File: src/rtl/adc_frame_packer_64_pkg.sv
// Shared definitions for the ADC frame packer: FSM states, header magic and
// the words-per-frame derivation used by both the RTL and host-side models.
package adc_frame_packer_64_pkg;

  localparam logic [15:0] HEADER_MAGIC = 16'hADC0;

  typedef enum logic [1:0] {
    ST_IDLE        = 2'd0,
    ST_HEADER      = 2'd1,
    ST_WAIT_SAMPLE = 2'd2,
    ST_DATA        = 2'd3
  } state_e;

  function automatic int words_per_frame(input int n_chan, input int chan_width,
                                         input int data_width);
    return (n_chan * chan_width) / data_width;
  endfunction

endpackage

File: src/rtl/adc_frame_packer_64_capture.sv
// Single-entry hold register between the ADC strobe and the serialiser.
// Timestamps each accepted frame and counts frames lost to a full hold slot.
module adc_frame_packer_64_capture #(
  parameter int FRAME_WIDTH = 256
) (
  input  logic                   i_clk,
  input  logic                   i_rst_n,
  input  logic                   i_ena,
  input  logic                   i_new_sample,
  input  logic [FRAME_WIDTH-1:0] i_data,
  input  logic                   i_consume,
  input  logic                   i_clear,
  output logic [FRAME_WIDTH-1:0] o_hold_data,
  output logic [31:0]            o_hold_ts,
  output logic                   o_hold_valid,
  output logic [15:0]            o_overrun_cnt
);

  logic [31:0]            r_sample_cnt;
  logic [FRAME_WIDTH-1:0] r_hold_data;
  logic [31:0]            r_hold_ts;
  logic                   r_hold_valid;
  logic [15:0]            r_overrun_cnt;
  logic                   w_load;
  logic                   w_drop;

  // A slot being consumed this cycle counts as free, so back-to-back load and
  // consume never registers as an overrun.
  assign w_load = i_new_sample & i_ena & (~r_hold_valid | i_consume);
  assign w_drop = i_new_sample & i_ena & r_hold_valid & ~i_consume;

  always_ff @(posedge i_clk or negedge i_rst_n) begin
    if (!i_rst_n) begin
      r_sample_cnt  <= '0;
      r_hold_data   <= '0;
      r_hold_ts     <= '0;
      r_hold_valid  <= 1'b0;
      r_overrun_cnt <= '0;
    end else begin
      if (!i_ena) begin
        r_sample_cnt <= '0;
      end else if (i_new_sample) begin
        r_sample_cnt <= r_sample_cnt + 32'd1;
      end

      if (w_load) begin
        r_hold_data  <= i_data;
        r_hold_ts    <= r_sample_cnt;
        r_hold_valid <= 1'b1;
      end else if (i_consume || i_clear) begin
        r_hold_valid <= 1'b0;
      end

      if (w_drop && (r_overrun_cnt != 16'hFFFF)) begin
        r_overrun_cnt <= r_overrun_cnt + 16'd1;
      end
    end
  end

  assign o_hold_data   = r_hold_data;
  assign o_hold_ts     = r_hold_ts;
  assign o_hold_valid  = r_hold_valid;
  assign o_overrun_cnt = r_overrun_cnt;

endmodule

File: src/rtl/adc_frame_packer_64.sv
// Packs captured ADC frames into 64-bit AXI4-Stream packets: one header word,
// then SAMPLES_PER_PKT frames of WPS words each, tlast on the final word.
module adc_frame_packer_64
  import adc_frame_packer_64_pkg::*;
#(
  parameter int DATA_WIDTH      = 64,
  parameter int KEEP_WIDTH      = DATA_WIDTH / 8,
  parameter int N_CHAN          = 16,
  parameter int CHAN_WIDTH      = 16,
  parameter int SAMPLES_PER_PKT = 511
) (
  input  logic                         data_clk,
  input  logic                         dma_rstn,
  input  logic                         dma_ena,
  input  logic                         new_sample,
  input  logic [N_CHAN*CHAN_WIDTH-1:0] adc_data,
  output logic [DATA_WIDTH-1:0]        m_axis_tdata,
  output logic [KEEP_WIDTH-1:0]        m_axis_tkeep,
  output logic                         m_axis_tvalid,
  input  logic                         m_axis_tready,
  output logic                         m_axis_tlast,
  output logic [15:0]                  overrun_cnt,
  output logic [31:0]                  pkt_cnt
);

  localparam int FRAME_WIDTH = N_CHAN * CHAN_WIDTH;
  localparam int WPS         = words_per_frame(N_CHAN, CHAN_WIDTH, DATA_WIDTH);
  localparam int WORD_W      = (WPS > 1) ? $clog2(WPS) : 1;
  localparam int FRAME_W     = (SAMPLES_PER_PKT > 1) ? $clog2(SAMPLES_PER_PKT) : 1;
  localparam logic [WORD_W-1:0]  WORD_LAST  = WORD_W'(WPS - 1);
  localparam logic [FRAME_W-1:0] FRAME_LAST = FRAME_W'(SAMPLES_PER_PKT - 1);

  state_e                 r_state, w_state_next;
  logic [FRAME_WIDTH-1:0] r_shift, w_shift_next;
  logic [WORD_W-1:0]      r_word, w_word_next;
  logic [FRAME_W-1:0]     r_frame, w_frame_next;
  logic [DATA_WIDTH-1:0]  r_tdata, w_tdata_next;
  logic                   r_tvalid, w_tvalid_next;
  logic                   r_tlast, w_tlast_next;
  logic [31:0]            r_pkt_cnt, w_pkt_next;
  logic                   w_consume;
  logic                   w_clear;
  logic                   w_hs;
  logic [FRAME_WIDTH-1:0] w_hold_data;
  logic [31:0]            w_hold_ts;
  logic                   w_hold_valid;

  adc_frame_packer_64_capture #(
    .FRAME_WIDTH (FRAME_WIDTH)
  ) u_capture (
    .i_clk         (data_clk),
    .i_rst_n       (dma_rstn),
    .i_ena         (dma_ena),
    .i_new_sample  (new_sample),
    .i_data        (adc_data),
    .i_consume     (w_consume),
    .i_clear       (w_clear),
    .o_hold_data   (w_hold_data),
    .o_hold_ts     (w_hold_ts),
    .o_hold_valid  (w_hold_valid),
    .o_overrun_cnt (overrun_cnt)
  );

  assign w_hs = r_tvalid & m_axis_tready;

  always_ff @(posedge data_clk or negedge dma_rstn) begin
    if (!dma_rstn) begin
      r_state   <= ST_IDLE;
      r_shift   <= '0;
      r_word    <= '0;
      r_frame   <= '0;
      r_tdata   <= '0;
      r_tvalid  <= 1'b0;
      r_tlast   <= 1'b0;
      r_pkt_cnt <= '0;
    end else begin
      r_state   <= w_state_next;
      r_shift   <= w_shift_next;
      r_word    <= w_word_next;
      r_frame   <= w_frame_next;
      r_tdata   <= w_tdata_next;
      r_tvalid  <= w_tvalid_next;
      r_tlast   <= w_tlast_next;
      r_pkt_cnt <= w_pkt_next;
    end
  end

  // The output register only reloads on a transition or a handshake, which
  // keeps tdata/tlast frozen while the downstream FIFO stalls.
  always_comb begin
    w_state_next  = r_state;
    w_shift_next  = r_shift;
    w_word_next   = r_word;
    w_frame_next  = r_frame;
    w_tdata_next  = r_tdata;
    w_tvalid_next = r_tvalid;
    w_tlast_next  = r_tlast;
    w_pkt_next    = r_pkt_cnt;
    w_consume     = 1'b0;
    w_clear       = 1'b0;

    case (r_state)
      ST_IDLE: begin
        w_tvalid_next = 1'b0;
        w_tlast_next  = 1'b0;
        if (!dma_ena) begin
          w_clear = 1'b1;
        end else if (w_hold_valid) begin
          w_state_next  = ST_HEADER;
          w_tdata_next  = {HEADER_MAGIC, r_pkt_cnt[15:0], w_hold_ts};
          w_tvalid_next = 1'b1;
        end
      end
      ST_HEADER: begin
        if (w_hs) begin
          w_consume     = 1'b1;
          w_shift_next  = w_hold_data >> DATA_WIDTH;
          w_tdata_next  = w_hold_data[DATA_WIDTH-1:0];
          w_tvalid_next = 1'b1;
          w_tlast_next  = (WPS == 1) && (SAMPLES_PER_PKT == 1);
          w_word_next   = '0;
          w_frame_next  = '0;
          w_state_next  = ST_DATA;
        end
      end
      ST_DATA: begin
        if (w_hs) begin
          if (r_word != WORD_LAST) begin
            w_word_next  = r_word + WORD_W'(1);
            w_tdata_next = r_shift[DATA_WIDTH-1:0];
            w_shift_next = r_shift >> DATA_WIDTH;
            w_tlast_next = ((r_word + WORD_W'(1)) == WORD_LAST) && (r_frame == FRAME_LAST);
          end else if (r_frame == FRAME_LAST) begin
            w_pkt_next    = r_pkt_cnt + 32'd1;
            w_tvalid_next = 1'b0;
            w_tlast_next  = 1'b0;
            w_state_next  = ST_IDLE;
          end else begin
            w_frame_next  = r_frame + FRAME_W'(1);
            w_tvalid_next = 1'b0;
            w_tlast_next  = 1'b0;
            w_state_next  = ST_WAIT_SAMPLE;
          end
        end
      end
      ST_WAIT_SAMPLE: begin
        w_tvalid_next = 1'b0;
        w_tlast_next  = 1'b0;
        if (dma_ena && w_hold_valid) begin
          w_consume     = 1'b1;
          w_shift_next  = w_hold_data >> DATA_WIDTH;
          w_tdata_next  = w_hold_data[DATA_WIDTH-1:0];
          w_tvalid_next = 1'b1;
          w_tlast_next  = (WPS == 1) && (r_frame == FRAME_LAST);
          w_word_next   = '0;
          w_state_next  = ST_DATA;
        end
      end
      default: begin
        w_state_next  = ST_IDLE;
        w_tvalid_next = 1'b0;
        w_tlast_next  = 1'b0;
      end
    endcase
  end

  assign m_axis_tdata  = r_tdata;
  assign m_axis_tkeep  = {KEEP_WIDTH{1'b1}};
  assign m_axis_tvalid = r_tvalid;
  assign m_axis_tlast  = r_tlast;
  assign pkt_cnt       = r_pkt_cnt;

endmodule

File: config.mk
export PLATFORM = sky130hd
export DESIGN_NAME = adc_frame_packer_64
export DESIGN_NICKNAME = d
export VERILOG_FILES = /design/src/rtl/adc_frame_packer_64_pkg.sv /design/src/rtl/adc_frame_packer_64_capture.sv /design/src/rtl/adc_frame_packer_64.sv
export SDC_FILE = /design/constraint.sdc
export NUM_CORES = 1
export LEC_CHECK = 0
export BUFFER_PORTS_ARGS = -buffer_cell sky130_fd_sc_hd__buf_4
export CAP_MARGIN = 20
export CELL_PAD_IN_SITES_DETAIL_PLACEMENT = 0
export CELL_PAD_IN_SITES_GLOBAL_PLACEMENT = 2
export CORE_ASPECT_RATIO = 0.8
export CORE_MARGIN = 2
export CORE_UTILIZATION = 35
export DETAILED_ROUTE_END_ITERATION = 12
export PLACE_DENSITY_LB_ADDON = 0.05
export SLEW_MARGIN = 20
export SYNTH_ARGS = -nofsm -noshare
export SYNTH_HDL_FRONTEND = slang
export SYNTH_HIERARCHICAL = 1
export SYNTH_SLANG_ARGS = --single-unit
File: constraint.sdc
create_clock -name data_clk -period 3.4 [get_ports data_clk]
set_input_delay 0.85 -clock data_clk [delete_from_list [all_inputs] [get_ports data_clk]]
set_output_delay 0.85 -clock data_clk [all_outputs]
set_load 0.02 [all_outputs]
* Word level (Yosys, flattened, before mapping)
Index checks and enable logic that the tools add are counted.
** Storage, ports and cells
- Register bits :: 704
- Latch bits :: 0
- Memory bits (writable) :: 0
- Bits in read-only memories :: 0
- Input bits :: 261
- Output and inout port bits :: 122
- Word-level logic and storage cells :: 108
- Memories :: 0
** Operators by class
- $add $sub $neg :: 5
- $mul :: 0
- Divide/modulo/power cells :: 0
- Order comparisons :: 0
- Eq/ne operators :: 16
- Shifts and indexed selects :: 0
- Mux-type cells :: 49
- Bitwise operators :: 9
- Reduce and logical (&&, ||, !) cells :: 16
** Operators with widths (count)
- 256-bit 2-to-1 mux :: 4
- 256-bit case mux with 3 select lines :: 1
- 64-bit 2-to-1 mux :: 6
- 64-bit case mux with 4 select lines :: 1
- 32-bit by 1-bit adder with 32-bit output, second input constant :: 2
- 32-bit 2-to-1 mux :: 2
- 9-bit 2-to-1 mux :: 4
- 2-bit 2-to-1 mux :: 11
- 9-bit case mux with 2 select lines :: 1
- 16-bit by 1-bit adder with 16-bit output, second input constant :: 1
- 16-bit inequality test, second input constant :: 1
- 2-bit inequality test, second input constant :: 8
- 1-bit 2-to-1 mux :: 14
- 6-bit AND reduction :: 2
- 5-bit AND reduction :: 2
- 9-bit by 1-bit adder with 9-bit output, second input constant :: 1
- 9-bit equality test, second input constant :: 1
- 2-bit case mux with 4 select lines :: 1
- 2-bit equality test, second input constant :: 3
- 2-bit case mux with 3 select lines :: 1
- 1-bit bitwise AND :: 5
- 2-bit by 1-bit inequality test with 1-bit output, second input constant :: 2
- 1-bit case mux with 4 select lines :: 1
- 4-bit AND reduction :: 1
- other kinds (14) :: 19

* Logic depth before layout (Yosys ltp)
- Depth in word-level cells :: 6
- Depth in mapped cells :: 11
- Gate-level depth less buffers :: 8

* Hierarchy
The synthesis kept the hierarchy.
** By module, submodules not included
- adc_frame_packer_64 :: instances 1, cells an instance 1479, area an instance 14206.1 um2, sequential area each 7582.3 um2
- adc_frame_packer_64_capture :: instances 1, cells an instance 864, area an instance 13136.3 um2, sequential area each 8433.1 um2

* Worst setup path before layout
No wires, ideal clock.
- Path kind :: reg-to-reg
- Start :: reg r_state[0]
- End :: reg u_capture.r_hold_data[100] (netlist: u_capture/o_hold_data[100])
- Setup time :: 0.125 ns
- Arrival time :: 2.767 ns
- Required time :: 3.275 ns
- Slack :: 0.508 ns
- Stages on the path, launching flop included :: 12
- Buffers on the path :: 5
- Period minus slack after synthesis :: 2.892 ns
- Cell sequence :: dfrtp_1 > inv_1 > ha_1 > clkbuf_1 > clkbuf_1 > a21boi_0 > nand2b_1 > and3_1 > buf_2 > clkbuf_1 > buf_2 > mux2_2
** On the way
- Word-level cells in the longest chain between the ends :: 4
- Elaborated cells between the ends (all ways) :: 5
- Classes of those cells :: eq/ne (2); mux (1); bitwise (2)
** Ends and longest elaborated chain
- from (decl) :: line adc_frame_packer_64.sv:33 : state_e r_state, w_state_next;
- from (signal assigned) :: line adc_frame_packer_64.sv:77 : r_state <= w_state_next;
- 2-bit equality test or 2-bit by 1-bit equality test with 1-bit output (tied branches) :: line adc_frame_packer_64.sv:102 : case (r_state)
- 1-bit case mux with 2 select lines (*) :: line adc_frame_packer_64.sv:102
- named net w_consume :: line adc_frame_packer_64.sv:41 : logic w_consume;
- 1-bit bitwise OR (*) :: line adc_frame_packer_64_capture.sv:29 : assign w_load = i_new_sample & i_ena & (~r_hold_valid | i_consume);
- 1-bit bitwise AND (*) :: line adc_frame_packer_64_capture.sv:29
- to (signal assigned) :: line adc_frame_packer_64_capture.sv:47 : r_hold_data <= i_data;
- to (decl) :: line adc_frame_packer_64_capture.sv:20 : logic [FRAME_WIDTH-1:0] r_hold_data;
Mark *: on every way through the listed nets, which the timed path passes. The rest lies on a longest branch.
A chain may end at the register's enable or synchronous reset.

* Final worst setup path
- Start :: reg r_state[1]
- End :: reg u_capture.r_hold_data[218] (netlist: u_capture/o_hold_data[218])
The elaborated chain is that of the path after synthesis.

==> results.md <==
* Top_reg_cell synth: dfrtp_1
* Syn. warnings at 6
* Seq pwr share at 39.7%
* RSZ-0062 raised after global routing: false
* Switch share at 36.7%
* Final slew viol count at 0
* Post-route ant nets at 0
* Yosys cell types at 52
* Clk_lat worst skew at 0.63 ns
* Num CTS Buffers at 71
* Most common cell after layout, fill and taps aside: dfrtp_1
* Crit. End Element: flop
* Slew @ Worst Pin at 0.944 ns
* Layout Skew at 0.0184 ns
* NetSw at 11600 µW
* Post_cts resized at 0
* Worst-case clock buffer depth at 3
* Initial antenna violation count at 12
* Ys async rst share at 100%
* Largest net degree at the start of global routing at 121
* Number of stages on the worst setup path at 8
* Fin cells at 3758
* Cell Chain, Critical Path: inv_1 -> ha_1 -> nand3_1 -> a21boi_0 -> nand2b_1 -> and3_4 -> buf_12 -> mux2_2
* Register Area at 16000 µm²
* DRT iter0 DRCs at 1126
* Layout cells sized above 1 at 30.3%
* EDFF count, synth at 0
* Fin. Hold Viols at 0
* Synth Cell Area at 27300 µm²
* Worst setup slack after layout at 0.606 ns
* Die area at 80400 µm²
* Power, Total at 31500 µW
* Area Overhead vs Synth at 23.3%
* Mean Syn Cell Area at 11.7 µm²
* Power Internal at 19900 µW
* First-pass GRT wire length at 118000 µm
* Worst Path Buf+Inv at 2
* Dpl cells at 3633
* Port bufs at 374
* Number of H-tree levels at 3
* Area of the multi-input gates at 10600 µm²
* Outcome: completed
* Fin crit period at 2.79 ns
* Clk sink count at 640
* Setup Fix Bufs, Post-CTS at 0
* Post-layout util at 43.7%
* CP required at 3.91 ns
* Drt via density at 4.88
* Final #Nets at 2957
* Wire length per cell at 20.5 µm
* Num ports at 383
* Combinational power share at 36.2%
* Arrival time worst endpoint at 3.30 ns
* Most frequent cells in the layout: dfrtp_1, buf_4, nand2_1
* Max-Cap Viols at 0
* Die Height at 254 µm
* Core area at 77200 µm²
* TNS Setup at 0 ns
* Flops & latches, synth at 640
* Routed vias at 18354
* Max FO, Critical Path at 39
* HPWL Detailed at 54100 µm
* CP max-delay cell: and3_4
* Leak at 0.0152 µW
* GRT Total Usage at 19.3%
* Worst R2R Path Depth at 8
* WL final at 77100 µm
* Row count at 91
* Vias in the first global route at 18841
* Worst slew margin at 36.2%
* Clock Tree Root: clkbuf_16
* Die W at 316 µm
* Clock tree from TritonCTS: built
* Filler instances at 7343
* Critical path startpoint category: flop
* CP max stage delay at 0.52 ns
* Final Setup Violations at 0
* Congestion Overflow GR at 0
* Dpl ws at 0.576 ns
* CP delay by family, top: simple AND/OR/NAND/NOR gates
* Sequential area share after synthesis at 58.6%
* R2r setup slk at 0.61 ns
* Period utilisation layout at 82.2%
* Hold Path Class: input pin to async pin
* Clk pwr share at 24.1%
* Clk pin slew, worst setup/hold paths at 0.06 ns
* Initial Utilization at 35.4%
* Hold Buf Count CTS at 0
* Fmax achieved at 358 MHz
* CP Class: flop to flop
* Post-Syn Instances at 2343
* Remaining DRCs at 0
* P per Cell Area at 935 nW/µm²
* Final GP Congestion at 0.811
* Drt pass-1 iters at 5
* Max IR drop VDD at 0.675 mV
-- per-stage QoR --
stage               hold WS [ns]  cell area, µm²
finish                     0.198           33700
global route               0.217           33700
CTS                        0.261           33700
detailed placement         0.463           31500
global placement           0.459           31500
floorplan                  0.450           27400
-- routing by layer --
metal	vias up	share of wire, %	global-route usage [%]
met1	9035	50	29.3
met4	14	1.7	4.60
met3	105	4.6	4.37
met5	-	0.12	0
li1	8887	-	-
met2	313	43	27.7
-- cell families after synthesis --
group | share of synthesized area [%]
AOI/OAI and AO/OA | 8.87
xor gates and xnor gates | 1.73
adders and majority gates | 0.595
buffers and inverters | 2.79
DFF | 58.6
muxes | 17.2
other | 0.0137
and+or+nand+nor | 10.3
-- power groups by stage --
| stage | clock [µW] | sequential (µW) | combinational, µW |
|---|---|---|---|
| finish | 7590 | 12500 | 11400 |
| CTS | 7860 | 12600 | 11600 |
| detailed placement | 0 | 12700 | 11600 |
| global placement | 0 | 12600 | 11400 |
| global route | 8170 | 12900 | 12800 |
| floorplan | 0 | 12300 | 7840 |
-- final timing paths --
path,start,to
hold reg to reg,pkt_cnt[31]$_DFFE_PN0P_,pkt_cnt[31]$_DFFE_PN0P_
setup / recovery,r_state[1]$_DFFE_PN0P_,u_capture/o_hold_data[218]$_DFFE_PN0P_
min in group data_clk,adc_data[249],u_capture/o_hold_data[249]$_DFFE_PN0P_
setup reg to reg,r_state[1]$_DFFE_PN0P_,u_capture/o_hold_data[218]$_DFFE_PN0P_
hold / removal,dma_rstn,m_axis_tdata[15]$_DFFE_PN0P_
max in group asynchronous,dma_rstn,r_shift[178]$_DFFE_PN0P_
-- sequential cells by signal, summed over array words and instances, names as in the netlist --
name,cells
r_frame,9
m_axis_tlast,1
u_capture/o_hold_ts,32
r_shift,192
u_capture/o_hold_data,256
pkt_cnt,32
m_axis_tdata,64
r_state,2
m_axis_tvalid,1
r_word,2
u_capture/o_hold_valid,1
u_capture/r_sample_cnt,32
u_capture/o_overrun_cnt,16
-- Yosys cell counts (all sizes together) (2+ instances only) --
cell type    n  share of area [%]
xnor2       27               0.86
mux2       292                 12
a21oi       64                1.2
nand3       27               0.51
inv         13               0.18
buf         68                1.3
o41ai        6               0.19
or4          3              0.082
a21o         3              0.082
and2         3              0.069
a22o         2              0.064
nand2      318                4.4
ha          13               0.59
dfrtp      640                 59
nand4       29               0.76
and4        12               0.38
o21ai      265                4.9
nand2b      78                1.8
or3          8               0.20
clkbuf      92                1.3
o311ai       4               0.13
and3        10               0.23
xor2        27               0.86
mux2i      140                5.1
nor3        15               0.27
a221oi       7               0.22
a22oi       57                1.6
nor4        17               0.44
o31ai       13               0.36
nor2        78                1.1
-- cell type report --
class	count	share of cell area (%)
multi-input cells	1537	31.6
well taps	1023	3.80
clock inverters	20	0.705
diodes	4	0.0297
inverters	13	0.145
flip-flops and latches	640	47.5
repair buffers	420	10.3
clock buffers	101	5.99
No activity file was read; power rests on OpenSTA's default activity.
